File: src/rtl/sar_conv_scheduler.sv
// Round-robin scheduler that time-shares one SAR ADC among NCH channels:
// selects a channel, settles the mux, pulses cnvst, waits for eoc and returns the tagged result.
module sar_conv_scheduler #(
  parameter int NCH           = 4,
  parameter int CHW           = 2,
  parameter int DW            = 8,
  parameter int SETTLE_CYCLES = 2,
  parameter int CNVST_CYCLES  = 2,
  parameter int TIMEOUT       = 40
) (
  input  logic           clk,
  input  logic           rst,
  input  logic [NCH-1:0] req,
  output logic [NCH-1:0] gnt,
  output logic [CHW-1:0] ch_sel,
  output logic           cnvst,
  input  logic           eoc,
  input  logic [DW-1:0]  sar,
  output logic [DW-1:0]  dout,
  output logic [CHW-1:0] dout_ch,
  output logic           dout_vld,
  output logic           timeout_err,
  output logic           busy
);

  localparam int CNTW = 8;

  typedef enum logic [2:0] {
    S_IDLE,
    S_SETTLE,
    S_START,
    S_WAIT,
    S_DONE
  } state_t;

  state_t          state_q, state_d;
  logic [CNTW-1:0] cnt_q, cnt_d;
  logic [CHW-1:0]  last_q;
  logic            eoc_q;
  logic [CHW-1:0]  pick;
  logic            found;
  logic            completion;
  logic            wd_expire;

  // Round-robin search starts just after the channel served (or aborted) last.
  always_comb begin
    // NOTE: every variable gets a default before any branch, so no latches are inferred.
    pick  = '0;
    found = 1'b0;
    for (int i = 1; i <= NCH; i++) begin
      if (!found && req[(int'(last_q) + i) % NCH]) begin
        found = 1'b1;
        pick  = CHW'((int'(last_q) + i) % NCH);
      end
    end
  end

  // Only a fresh rising edge of eoc counts; a level already high on WAIT entry is stale.
  assign completion = (state_q == S_WAIT) && eoc && !eoc_q;
  assign wd_expire  = (state_q == S_WAIT) && (cnt_q == CNTW'(TIMEOUT - 1)) && !completion;

  always_comb begin
    state_d = state_q;
    unique case (state_q)
      S_IDLE:   if (found) state_d = S_SETTLE;
      S_SETTLE: if (cnt_q == CNTW'(SETTLE_CYCLES - 1)) state_d = S_START;
      S_START:  if (cnt_q == CNTW'(CNVST_CYCLES - 1)) state_d = S_WAIT;
      S_WAIT: begin
        if (completion)     state_d = S_DONE;
        else if (wd_expire) state_d = S_IDLE;
      end
      S_DONE:   state_d = S_IDLE;
      default:  state_d = S_IDLE;
    endcase
    cnt_d = (state_d != state_q) ? '0 : cnt_q + CNTW'(1);
  end

  assign busy = (state_q != S_IDLE);

  always_ff @(posedge clk or negedge rst) begin
    if (!rst) begin
      state_q     <= S_IDLE;
      cnt_q       <= '0;
      last_q      <= CHW'(NCH - 1);
      eoc_q       <= 1'b0;
      ch_sel      <= '0;
      cnvst       <= 1'b0;
      dout        <= '0;
      dout_ch     <= '0;
      dout_vld    <= 1'b0;
      gnt         <= '0;
      timeout_err <= 1'b0;
    end else begin
      // NOTE: non-blocking assignments so every flop here samples pre-edge values.
      state_q     <= state_d;
      cnt_q       <= cnt_d;
      eoc_q       <= eoc;
      cnvst       <= (state_d == S_START);
      dout_vld    <= completion;
      gnt         <= completion ? (NCH'(1) << ch_sel) : '0;
      timeout_err <= wd_expire;
      if (state_q == S_IDLE && found) ch_sel <= pick;
      if (completion) begin
        dout    <= sar;
        dout_ch <= ch_sel;
      end
      if (state_q == S_DONE || wd_expire) last_q <= ch_sel;
    end
  end

endmodule

File: config.mk
export PLATFORM = sky130hd
export DESIGN_NAME = sar_conv_scheduler
export DESIGN_NICKNAME = d
export VERILOG_FILES = /design/src/rtl/sar_conv_scheduler.sv
export SDC_FILE = /design/constraint.sdc
export NUM_CORES = 1
export LEC_CHECK = 0
export CAP_MARGIN = 20
export CORE_UTILIZATION = 49
export CTS_CLUSTER_SIZE = 14
export DETAILED_ROUTE_END_ITERATION = 10
export HOLD_SLACK_MARGIN = 0.03
export PLACE_DENSITY = 0.79
export SLEW_MARGIN = 25
export SYNTH_ARGS = -nofsm -noshare
export SYNTH_HDL_FRONTEND = slang
export SYNTH_SLANG_ARGS = --single-unit
export TNS_END_PERCENT = 30
File: constraint.sdc
create_clock -name clk -period 2.1 [get_ports clk]
set_input_delay 0.42 -clock clk [delete_from_list [all_inputs] [get_ports clk]]
set_output_delay 0.42 -clock clk [all_outputs]
set_load 0.01 [all_outputs]
After elaboration in Yosys (flattened, before gate mapping)
Index checks and enable logic that the tools add are counted.
{"block": "totals", "reg_bits": 33, "in_bits": 15, "output_inout_bits": 20}
{"block": "classes", "addsub": 5, "n_lt_le_gt_ge": 4, "eq_ne": 8, "shifts": 1, "n_mux": 28, "bitwise": 4, "n_reduce_logical": 20}
{"op": "3-bit by 4-bit < comparator with 1-bit output (second input constant)", "n": 4}
{"op": "3-bit 2-to-1 mux", "n": 5}
{"op": "1-bit 2-to-1 mux", "n": 12}
{"op": "3-bit one-hot mux with 4 select lines", "n": 1}
{"op": "3-bit by 2-bit equality test with 1-bit output (second input constant)", "n": 3}
{"op": "8-bit by 1-bit adder with 8-bit output (second input constant)", "n": 1}
{"op": "1-bit binary-select mux with 2-bit select", "n": 4}
{"op": "8-bit by 1-bit equality test with 1-bit output (second input constant)", "n": 1}
{"op": "8-bit by 6-bit equality test with 1-bit output (second input constant)", "n": 1}
{"op": "1-bit logical AND", "n": 8}
{"op": "2-bit 2-to-1 mux", "n": 4}
{"op": "8-bit 2-to-1 mux", "n": 1}
{"op": "2-bit OR reduction", "n": 4}
{"op": "1-bit logical NOT", "n": 5}
{"op": "2-bit by 1-bit adder with 2-bit output (second input constant)", "n": 2}
{"op": "2-bit adder (second input constant)", "n": 2}
{"op": "1-bit AND (first input constant)", "n": 4}
{"op": "4-bit 2-to-1 mux", "n": 1}
{"op": "1-bit by 2-bit << shifter with 4-bit output (first input constant)", "n": 1}
{"op": "3-bit by 1-bit equality test with 1-bit output (second input constant)", "n": 1}
{"op": "3-bit equality test (second input constant)", "n": 1}
{"op": "3-bit logical NOT", "n": 1}
{"op": "3-bit inequality test", "n": 1}
{"op": "3-bit nonzero test", "n": 1}
{"op": "1-bit logical OR", "n": 1}

Logic depth before layout (Yosys ltp)
Gate-level depths: netlist (run 1).
{"block": "logic_depth", "ltp_word": 20, "depth_mapped": 6}

Worst setup path before layout (run 1)
No wires, ideal clock.
{"block": "synth_path", "path_kind": "reg2reg", "startpoint": "register cnt_q[3]", "endpoint": "register cnt_q[2]", "setup_ps": 133, "arrival_time_ps": 1647, "slack_ps": 320, "stages_incl_launch_ff": 5, "path_buffers": 0, "period_less_slack_ps": 1780, "path_cell_list": "dfrtp_1 -> or4_4 -> o31a_1 -> o221ai_2 -> nor2_1"}
{"block": "synth_via", "elab_chain_cells": 8}
{"item": "from (decl)", "line_no": "37", "source": "logic [CNTW-1:0] cnt_q, cnt_d;"}
{"item": "from (signal assigned)", "line_no": "96", "source": "cnt_q <= cnt_d;"}
{"item": "8-bit by 6-bit equality test with 1-bit output", "line_no": "60", "source": "assign wd_expire = (state_q == S_WAIT) && (cnt_q == CNTW'(TIMEOUT - 1)) && !completion;"}
{"item": "1-bit logical AND (2 in a row)", "line_no": "60"}
{"item": "3-bit 2-to-1 mux", "line_no": "70", "source": "else if (wd_expire) state_d = S_IDLE;"}
{"item": "3-bit 2-to-1 mux", "line_no": "69", "source": "if (completion) state_d = S_DONE;"}
{"item": "3-bit one-hot mux with 4 select lines (*)", "line_no": "64", "source": "unique case (state_q)"}
{"item": "3-bit inequality test (*)", "line_no": "75", "source": "cnt_d = (state_d != state_q) ? '0 : cnt_q + CNTW'(1);"}
{"item": "8-bit 2-to-1 mux (*)", "line_no": "75"}
{"item": "named net cnt_d[2]", "line_no": "37"}
Mark *: on every way through the listed nets, which the timed path passes. The rest lies on a longest branch.
A chain may end at the register's enable or synchronous reset.

Worst setup path in the final report (run 1)
{"block": "layout_path", "startpoint": "register state_q[0]", "endpoint": "output busy"}
{"block": "layout_via", "elab_chain_cells": 1}
{"item": "from (decl)", "line_no": "36", "source": "state_t state_q, state_d;"}
{"item": "from (signal assigned)", "line_no": "95", "source": "state_q <= state_d;"}
{"item": "3-bit nonzero test", "line_no": "78", "source": "assign busy = (state_q != S_IDLE);"}
{"item": "to (decl)", "line_no": "23", "source": "output logic busy"}
No other way between the ends.

==> results.cfg, run 1 <==
[run_status]
status = finished, violations left
failed_checks = design-rule violations

[floorplanning]
die_x_um = 57.4
dieHeight_um = 57.4
io_pins = 35
dieArea_um2 = 3290
initial_utilization_pct = 53.1
core_area_um2 = 2830
row_count = 19

[layout]
nNetsFinal = 188
areaGrowthSynthToFinish_pct = 31.6
multi_input_area_um2 = 616
drive_gt1_share_pct = 19.2
design_area_um2 = 1980
final-seq-area_um2 = 828
n_fill_cell = 213
diodes = 0

[clocking]
worstSkewPairLatency_ns = 0.33
clock_sinks = 33
holdBufCountCts = 0
ctsResizeCount = 0
clk_path_buf_depth = 2
clkTransAtPathRegs_ns = 0.09
cts_tree = yes
post-cts-setup-buffers = 0
cts_made_buffers = 5
cts-root-buf = clkbuf_4
htreeDepth = 2

[pwr]
power.density_nw_per_um2 = 1230
power.total_mw = 2.44
power_leakage_nw = 0.858
ir_drop_v = 0.000794

[hold_path]
hold_path_class = in2async

[timing]
grt_setup_unrepaired = no
worst_slew_pin_slew_ns = 0.521
setup_viol = 0
skew_ns = 0.00852
hold_violations = 0
drv_slew = 0
period_share_pct = 95.4
maxSlewHeadroom_pct = 64.9
worst_slack_ns = 0.0966
period_minus_slack_ns = 2.00
max_freq_ghz = 0.499

[yosys]
synth.avg_cell_area_um2 = 11.7
yosysWarnings = 0
synth.top_cell.area_share_pct = 51.7
ys_types = 42
synthTopCellsByArea = dfrtp_1 52%, mux2_2 8.2%, dfstp_2 3.5%
yosysMostFrequentCell = dfrtp_1
yosys_most_used_dff = dfrtp_1
ys_async_sr_fraction_pct = 100
synth_area_um2 = 1500
synth-seq-cells = 33
syn_nets = 145
synthCells = 128
ys_seq_area_share_pct = 55.2
synth-edff-count = 0
synthTopCellsByCount = 31 x dfrtp_1, 14 x nor2_1, 11 x mux2_2
yosysTopAreaCell = dfrtp_1

[critical_path]
worstSetupPathType = reg2out
worstPathArrival_ns = 1.58
critPathLaunchType = register
rrSetupSlack_ns = 0.12
rr_worst_depth = 4
critPathMaxFanout = 2
timing.rr.start = cnt_q[3]$_DFF_PN0_
worstReg2RegEnd = cnt_q[7]$_DFF_PN0_
critPathRequiredTime_ns = 1.68
endpoint_kind = output port

[global_route]
grt_pass1_vias = 1112
grt_start_max_net_pins = 34
use_met3_pct = 5.22
track_usage_pct = 19.7
grt_pass1_wl_mm = 4.82
use_met2_pct = 33.7
busiest_layer = met2
antenna_found_initial = 0
use_met1_pct = 22.5
gr-total-overflow = 0

[placement]
portBuffers = 34
dp_slack_ns = -0.0497
gp_congestion = 0.788
placed_area_um2 = 1890
detailed_place_hpwl_mm = 2.16

[detailed_routing]
antenna_left = 0
wl_per_cell_um = 14.2
drt-pass1-iter-count = 7
routed_wl_mm = 2.88
drc_errors = 3
via_count = 1136
vias_per_cell = 5.60
drt_iter0_drc = 57

[job]
drv_cap = 0
-- through the flow --
step | setup TNS (ns) | cells | utilization, % | hold slack, ns
after global routing | 0 | 203 | 69.8 | 0.519
final | 0 | 203 | 69.8 | 0.475
after global placement | 0 | 195 | 66.8 | 0.472
after floorplan | 0 | 128 | - | 0.124
after detailed placement | -0.280 | 195 | 66.8 | 0.491
after CTS | 0 | 203 | 69.8 | 0.491
-- kinds of logic (layout without fill, tap and decap cells) --
logic type	after synthesis	in the layout	share of synthesized area (%)
compound gates	20	20	9.58
xor+xnor	6	6	3.50
fa+ha+maj	2	2	1.67
buf+inv	9	53	3.83
flops	33	33	55.2
mux	12	12	8.92
simple gates	46	46	17.3
-- per-layer routing --
| metal | part of all wire, % | routed length (µm) |
|---|---|---|
| met1 | 41 | 1190 |
| met5 | 0 | 0 |
| met3 | 4.5 | 131 |
| met4 | 1.9 | 55 |
| met2 | 52 | 1500 |
-- worst max path at each step --
stage                                    start                  to  slack [ns]  cells past startpoint
after floorplan             cnt_q[3]$_DFF_PN0_  cnt_q[2]$_DFF_PN0_        0.32                      4
after global placement                  req[1]  cnt_q[4]$_DFF_PN0_        0.02                      5
after detailed placement                req[1]  cnt_q[4]$_DFF_PN0_       -0.05                      5
after CTS                 state_q[0]$_DFF_PN0_                busy        0.08                      2
after global routing        cnt_q[3]$_DFF_PN0_  cnt_q[1]$_DFF_PN0_        0.04                      4
final                     state_q[0]$_DFF_PN0_                busy         0.1                      2
-- worst max-delay path, cell delays in order, from the launching register on --
cell	delay, ns
dfrtp_1	0.38
or3_1	0.39
clkdlybuf4s50_1	0.49
-- registers in the layout, summed over array words and instances (netlist names) --
name         flops
cnt_q            8
timeout_err      1
cnvst            1
ch_sel           2
state_q          3
eoc_q            1
gnt              4
dout             8
dout_vld         1
dout_ch          2
last_q           2
-- layout by cell type, fill, tap and decap left out, drive strengths merged, types with 3 or more instances in the layout --
master	instances
clkbuf	7
buf	7
dfrtp	31
nor3b	3
clkdlybuf4s50	34
nor2	14
a21oi	4
o21ai	5
inv	4
nand2	7
nor3	3
mux2	11
xnor2	4
nand3	4
-- report_power, final --
group | leakage, nW | switching, mW | internal (mW)
sequential | 0.422 | 0.137 | 0.834
clock | 0.0455 | 0.203 | 0.284
combinational | 0.391 | 0.440 | 0.540
total | 0.858 | 0.779 | 1.66
-- cell type report --
| class | instances | area share [%] |
|---|---|---|
| sequential | 33 | 41.9 |
| multi-input combinational | 86 | 31.2 |
| timing repair buffer | 41 | 19.9 |
| clock buffer | 7 | 2.79 |
| tap | 31 | 1.96 |
| clock inverter | 1 | 1.52 |
| inverter | 4 | 0.760 |
Note: power is estimated with default switching activity, not from simulation.
==> inputs of run 2 (changes only) <==
--- a/config.mk
+++ b/config.mk
@@ -6,11 +6,12 @@
 export NUM_CORES = 1
 export LEC_CHECK = 0
 export CAP_MARGIN = 20
-export CORE_UTILIZATION = 49
+export CORE_UTILIZATION = 61
 export CTS_CLUSTER_SIZE = 14
 export DETAILED_ROUTE_END_ITERATION = 10
+export DONT_BUFFER_PORTS = 1
 export HOLD_SLACK_MARGIN = 0.03
-export PLACE_DENSITY = 0.79
+export PLACE_DENSITY = 0.77
 export SLEW_MARGIN = 25
 export SYNTH_ARGS = -nofsm -noshare
 export SYNTH_HDL_FRONTEND = slang
==> results.cfg, run 2 (synthesis gave the netlist of run 1 again) <==
[run_status]
status = finished, final reports clean

[hold_path]
hold_path_class = in2reg

[clocking]
cts-root-buf = clkbuf_4
cts_tree = yes
ctsResizeCount = 0
clock_sinks = 33
cts_made_buffers = 5
clk_path_buf_depth = 2
worstSkewPairLatency_ns = 0.32
htreeDepth = 2
clkTransAtPathRegs_ns = 0.09

[floorplanning]
row_count = 17
dieHeight_um = 51.6
die_x_um = 51.6
dieArea_um2 = 2660
core_area_um2 = 2280
initial_utilization_pct = 66.0
io_pins = 35

[layout]
utilization_pct = 71.4
multi_input_area_um2 = 616
reg.largest.list = cnt_q: 8 flops, dout: 8 flops, gnt: 4 flops
final_cell_mix = 31 x dfrtp_1, 14 x nor2_1, 11 x mux2_2, 7 x nand2_1
drive_gt1_share_pct = 21.5
nNetsFinal = 151
n_fill_cell = 164
final-seq-area_um2 = 828
layout_commonest_cell = dfrtp_1
final-instance-count-excl-fill = 163
areaGrowthSynthToFinish_pct = 8.17
diodes = 0

[critical_path]
rr_worst_depth = 4
startpoint = cnt_q[3]$_DFF_PN0_
endpoint_kind = register
critPathLaunchType = register
timing.rr.start = cnt_q[3]$_DFF_PN0_
critPathMaxFanout = 8
worstPathArrival_ns = 2.15
worstSetupPathType = reg2reg
worstReg2RegEnd = cnt_q[4]$_DFF_PN0_
critPathCapture = cnt_q[4]$_DFF_PN0_
rrSetupSlack_ns = 0.14
critPathRequiredTime_ns = 2.30

[detailed_routing]
drt-pass1-iter-count = 4
routed_wl_mm = 2.59
drt_iter0_drc = 5
vias_per_cell = 5.96
drc_errors = 0
wl_per_cell_um = 15.9
antenna_left = 0
via_count = 972

[timing]
skew_ns = 0.00310
worst_slew_pin_slew_ns = 0.509
setup_viol = 0
max_freq_ghz = 0.511
drv_slew = 0
tns_ns = 0
holdWs_ns = 0.119
maxSlewHeadroom_pct = 65.7
period_minus_slack_ns = 1.96
period_share_pct = 93.2
hold_violations = 0
grt_setup_unrepaired = no

[pwr]
power.density_nw_per_um2 = 1300
switching_power_mw = 0.725
p_int_mw = 1.39
power_leakage_nw = 0.718
power.share.switching_pct = 34.3
clockPowerShare_pct = 22.8
pwr-share-comb_pct = 25.4
power.share.sequential_pct = 51.8
ir_drop_v = 0.000855

[global_route]
grt_pass1_vias = 1003
track_usage_pct = 22.4
grt_pass1_wl_mm = 4.26
grt_start_max_net_pins = 34
gr-total-overflow = 0
antenna_found_initial = 0

[placement]
detailed_place_hpwl_mm = 1.83
gp_congestion = 0.913
portBuffers = 0
post-place-cells = 153

[job]
drv_cap = 0
==> run 2: per-stage QoR <==
| step | setup WS (ns) | power, mW | cell area (µm²) |
|---|---|---|---|
| 2_1_floorplan | 0.320 | 1.54 | 1500 |
| 3_3_place_gp | 0.211 | 1.61 | 1510 |
| 3_5_place_dp | 0.155 | 1.64 | 1510 |
| 4_1_cts | 0.141 | 2.14 | 1620 |
| 5_1_grt | 0.0492 | 2.26 | 1620 |
| 6_report | 0.143 | 2.12 | 1620 |
==> run 2: worst min path at each step <==
stage | startpoint | depth (start not counted) | end | slack [ns]
floorplan | rst | 0 | ch_sel[0]$_DFFE_PN0P_ | 0.12
global placement | rst | 0 | cnvst$_DFF_PN0_ | 0.12
detailed placement | rst | 0 | state_q[0]$_DFF_PN0_ | 0.13
CTS | eoc | 0 | eoc_q$_DFF_PN0_ | 0.10
global route | eoc | 0 | eoc_q$_DFF_PN0_ | 0.09
finish | eoc | 0 | eoc_q$_DFF_PN0_ | 0.12
==> run 2: per-layer routing <==
metal / share of wire (%) / global-route usage (%) / routed length, µm
met5: 0 / 0 / 0
met4: 1.3 / 9.46 / 34
met3: 6.0 / 6.43 / 154
met2: 50 / 37.9 / 1300
met1: 42 / 26.6 / 1100
==> run 2: power groups by stage <==
stage / Clock (mW) / Sequential (mW) / Combinational [mW]
after floorplan: 0 / 1.03 / 0.517
after global placement: 0 / 1.11 / 0.499
after detailed placement: 0 / 1.11 / 0.526
after CTS: 0.497 / 1.10 / 0.545
after global routing: 0.523 / 1.13 / 0.602
final: 0.482 / 1.10 / 0.537
==> run 2: worst max-delay path, stage by stage (launching register included) <==
cell and delay, ns:
dfrtp_1 0.44, or4_4 0.58, o31a_1 0.34, o221ai_2 0.38, nor2_1 0.11
==> run 2: cell type report <==
cell class | instances | area share [%]
Timing Repair Buffer | 4 | 2.77
Sequential cell | 33 | 51.0
Clock buffer | 7 | 3.39
Multi-Input combinational cell | 86 | 37.9
Inverter | 4 | 0.924
Clock inverter | 1 | 1.85
Tap cell | 28 | 2.16
==> run 2: what timing repair did <==
item,4_1_cts,5_1_grt
endpoints found under the hold margin,33,0
hold buffers,2,0
setup buffers,0,0
==> inputs of run 3 (changes only) <==
--- a/config.mk
+++ b/config.mk
@@ -6,12 +6,12 @@
 export NUM_CORES = 1
 export LEC_CHECK = 0
 export CAP_MARGIN = 20
-export CORE_UTILIZATION = 61
+export CORE_UTILIZATION = 55
 export CTS_CLUSTER_SIZE = 14
 export DETAILED_ROUTE_END_ITERATION = 10
 export DONT_BUFFER_PORTS = 1
 export HOLD_SLACK_MARGIN = 0.03
-export PLACE_DENSITY = 0.77
+export PLACE_DENSITY = 0.73
 export SLEW_MARGIN = 25
 export SYNTH_ARGS = -nofsm -noshare
 export SYNTH_HDL_FRONTEND = slang
==> constraint.sdc (replaced) <==
create_clock -name clk -period 1.6 [get_ports clk]
set_input_delay 0.32 -clock clk [delete_from_list [all_inputs] [get_ports clk]]
set_output_delay 0.32 -clock clk [all_outputs]
set_load 0.01 [all_outputs]
==> results.cfg, run 3 (synthesis gave the netlist of run 1 again) <==
[critical_path]
worstPathArrival_ns = 1.95
max_stage_delay_ns = 0.55
critPathRequiredTime_ns = 1.81
cpLargestDelayFamily = simple AND/OR/NAND/NOR gates
cpMaxStageDelayCell = or4_4
worstSetupPathType = reg2reg
critPathLaunchType = register
worst-path-buf-inv = 0
critPathMaxFanout = 8
crit_chain = or4_4, o31a_1, o221ai_4, nor2_1
endpoint_kind = register

[layout]
diodes = 0
design_area_um2 = 1820
utilization_pct = 72.2
final-instance-count-excl-fill = 188
reg.largest.list = cnt_q: 8 flops, dout: 8 flops, gnt: 4 flops
final_cell_mix = 28 x dfrtp_1, 22 x buf_4, 14 x nor2_1, 11 x mux2_2, 7 x nand2_1
layout_commonest_cell = dfrtp_1
nNetsFinal = 174
drive_gt1_share_pct = 36.1
areaGrowthSynthToFinish_pct = 21.3

[placement]
portBuffers = 0
placed_area_um2 = 1670
detailed_place_hpwl_mm = 1.90
gp_congestion = 0.863
post-place-cells = 172

[floorplanning]
die_x_um = 54.3
row_count = 18
io_pins = 35
core_area_um2 = 2520
dieArea_um2 = 2940
initial_utilization_pct = 59.5
dieHeight_um = 54.3

[detailed_routing]
drt_iter0_drc = 21
drc_errors = 0
via_count = 1071
vias_per_cell = 5.70
antenna_left = 0
drt-pass1-iter-count = 4
wl_per_cell_um = 15.3
routed_wl_mm = 2.88

[clocking]
clock_sinks = 33
clk_path_buf_depth = 2
cts_tree = yes
clkTransAtPathRegs_ns = 0.10
htreeDepth = 2
worstSkewPairLatency_ns = 0.33
cts_made_buffers = 5
cts-root-buf = clkbuf_4

[timing]
drv_slew = 0
period_minus_slack_ns = 1.75
setup_viol = 12
worst_slack_ns = -0.147
grt_setup_unrepaired = yes
holdWs_ns = 0.137
maxSlewHeadroom_pct = 71.3
worst_slew_pin_slew_ns = 0.428
period_share_pct = 109
max_freq_ghz = 0.572
hold_violations = 0
skew_ns = 0.0123
tns_ns = -1.31

[global_route]
grt_pass1_wl_mm = 4.41
gr-total-overflow = 0
track_usage_pct = 21.9
grt_pass1_vias = 1039
grt_start_max_net_pins = 34
antenna_found_initial = 0

[pwr]
power_leakage_nw = 0.825
power.density_nw_per_um2 = 1590
ir_drop_v = 0.00129

[run_status]
status = finished, violations left
failed_checks = negative setup slack

[job]
drv_cap = 0

[hold_path]
hold_path_class = in2reg
## run 3: worst register-to-register path: cells and delay by family (launching register included)
| family | cells | cell delay [ns] |
|---|---|---|
| simple gates | 2 | 0.64 |
| compound gates | 2 | 0.58 |
| flops | 1 | 0.40 |
## run 3: worst paths after layout
path                                    startpoint                     end  slack (ns)  cells after the start
worst max-delay path            cnt_q[7]$_DFF_PN0_      cnt_q[4]$_DFF_PN0_       -0.15                      4
worst min-delay path                        sar[3]     dout[3]$_DFFE_PN0P_        0.14                      1
worst max register to register  cnt_q[7]$_DFF_PN0_      cnt_q[4]$_DFF_PN0_       -0.15                      4
worst min register to register  cnt_q[0]$_DFF_PN0_      cnt_q[0]$_DFF_PN0_        0.57                      2
max in group asynchronous                      rst   last_q[0]$_DFFE_PN1P_        0.92                      2
min in group asynchronous                      rst  dout_ch[1]$_DFFE_PN0P_        0.44                      2
## run 3: final cells by class
type | instances | area, µm²
tap | 30 | 37.5
sequential | 33 | 832
inverter | 4 | 15.0
clock inverter | 2 | 10.0
timing repair buffer | 27 | 236
fill | 170 | 701
clock buffer | 6 | 41.3
multi-input combinational | 86 | 649
## run 3: metrics by stage
stage / power (mW) / setup slack (ns)
6_report: 2.89 / -0.147
2_1_floorplan: 2.07 / -0.0431
3_5_place_dp: 2.31 / -0.0994
3_3_place_gp: 2.27 / -0.0656
5_1_grt: 3.09 / -0.203
4_1_cts: 2.89 / -0.124
## run 3: timing repair
item | 4_1_cts | 5_1_grt
hold buffers | 3 | 0
pin swaps | 1 | 2
gates resized for setup | 6 | 2
endpoints found under the hold margin | 34 | 0
setup buffers | 5 | 0
setup endpoints to repair | 13 | 14
## run 3: metal layers
metal | vias up | track usage (%) | wire length, µm
li1 | 513 | - | -
met1 | 514 | 25.9 | 1210
met2 | 36 | 35.6 | 1470
met3 | 8 | 7.22 | 136
met4 | 0 | 10.3 | 54
met5 | - | 0 | 0
## run 3: power by group
| part | internal, mW | leakage [nW] | total (mW) | switching, mW |
|---|---|---|---|---|
| clock network | 0.167 | 0.0320 | 0.433 | 0.266 |
| registers | 1.10 | 0.418 | 1.39 | 0.288 |
| logic | 0.575 | 0.375 | 1.07 | 0.491 |
| total | 1.84 | 0.825 | 2.89 | 1.05 |
==> RTL edit (flow settings as in run 3) <==
Reset style: synchronous (`rst`), changed in one clocked block.
--- a/src/rtl/sar_conv_scheduler.sv
+++ b/src/rtl/sar_conv_scheduler.sv
@@ -78,5 +78,5 @@
   assign busy = (state_q != S_IDLE);
 
-  always_ff @(posedge clk or negedge rst) begin
+  always_ff @(posedge clk) begin
     if (!rst) begin
       state_q     <= S_IDLE;
Formal check against the unedited RTL: differs if rst is asserted again (counterexample within 4 cycles, from zero or initial values and one cycle with rst low); with rst held inactive, the same outputs for 4 cycles.
==> RTL edit against run 3 <==
- the run still ends with negative setup slack left
- synthesized area is 8.4% lower
- worst setup slack better by 120 ps
- sequential cell count stayed put
- via count is 3.0% higher
- final cell count is 3.2% lower
- critical path type unchanged
- global-route usage is 1.5 points higher
- cell area is 14% lower
- routed wire length is 0.52% higher
Power is not compared: it rests on default switching activity, and its combinational part moved more than twofold at a synthesized area within 25%.
==> RTL edit: results (changes against run 3) <==
[global_routing]
grt_usage_pct=23.33  ; +1.5 points
use_met3_pct=10.53  ; +3.3 points
grt_start_max_net_pins=14  ; -59%
grt_use_met1_pct=27.93  ; +2.0 points
grt_pass1_wl_mm=4.436  ; +0.61%
grt_pass1_vias=1036  ; -0.29%
use_met2_pct=35.68  ; +0.11 points

[hold_path]
min_to=last_q[0]
min_from=rst
holdCritPathClass=input pin to flop

[placed_design]
dp_hpwl_mm=1.915  ; +0.67%
place_congestion=0.8426  ; -2.3%
dp_worst_setup_slack_ps=-53.82  ; +45.59 ps
place_area_um2=1449  ; -13%

[yosys]
synth_common_cells=dfxtp_1 (33), nand2_1 (10), a22o_1 (9), nor2_1 (9)
syn_nets=157  ; +8.3%
yosys.area_share.adder_pct=1.820  ; +0.15 points
postSynth.asyncResetShare_pct=0  ; -100 points
synthCells=140  ; +9.4%
synth_compound_area_share_pct=16.20  ; +6.6 points
synth_area_leaders=dfxtp_1 (48%), a22o_1 (5.7%), nand2_1 (2.7%)
yosysSeqAreaShare_pct=48.04  ; -7.1 points
synth_xor_area_share_pct=3.822  ; +0.32 points
synthMuxAreaShare_pct=2.184  ; -6.7 points

[finish]
num-nets-final=170  ; -2.3%
drive_above_1_share_pct=20.78  ; -15 points

[pwr]
seq_power_share_pct=59.1
power_uw=1487

[route]
finalWirelength_mm=2.893  ; +0.52%
wl_met1_mm=1.308  ; +7.8%
drt-initial-drc-count=19  ; -9.5%
wl_met2_mm=1.342  ; -8.9%
vias=1103  ; +3.0%
wl_met3_um=206  ; +51%
routedWlPerCell_um=15.90  ; +3.8%

[sta]
setup_ws_ps=-22.68  ; +124.4 ps
finalSetupViolCount=5  ; -7
finalClockSkew_ps=7.372  ; -4.909 ps
final.setup.tns_ps=-102.9  ; +1204 ps
relSlewSlack_pct=73.19  ; +1.9 points
hold_ws_ps=47.55  ; -89.86 ps

[setup_path]
critPathMaxStageDelay_ps=390  ; -160 ps
critPathSlowestCell=dfxtp_2
r2r_cells=5  ; +1
startpoint=cnt_q[0]
arrival_ps=1850  ; -100 ps
critPathCapture=cnt_q[5]
cp_max_fo=5  ; -3

[status]
violations=negative setup slack
status=finished with violations

RTL edit: cell count changes after synthesis, sizes merged, moves of 3 or more:
cell | before | now
mux2 | 11 | 0
nor2 | 14 | 9
nor3 | 3 | 8
nor4 | 2 | 7
dfrtp | 31 | 0
a22o | 0 | 9
nand2 | 7 | 10
dfxtp | 0 | 33
or3 | 1 | 4
o211ai | 0 | 3
RTL edit: repair_timing:
item | 4_1_cts | 5_1_grt
setup buffers | 0 | 0
hold buffers | 1 | 0
setup endpoints to repair | 10 | 12
gates cloned | 1 | 0
hold endpoints to repair | 1 | 0
pin swaps | 6 | 2
gates resized for setup | 5 | 7
RTL edit: cell type report:
type | count | area [µm²]
multi-input combinational | 98 | 723.2
fill | 176 | 706.9
sequential | 33 | 663.1
timing repair buffer | 9 | 70.07
clock buffer | 5 | 37.54
tap | 28 | 35.03
inverter | 6 | 22.52
clock inverter | 3 | 17.52
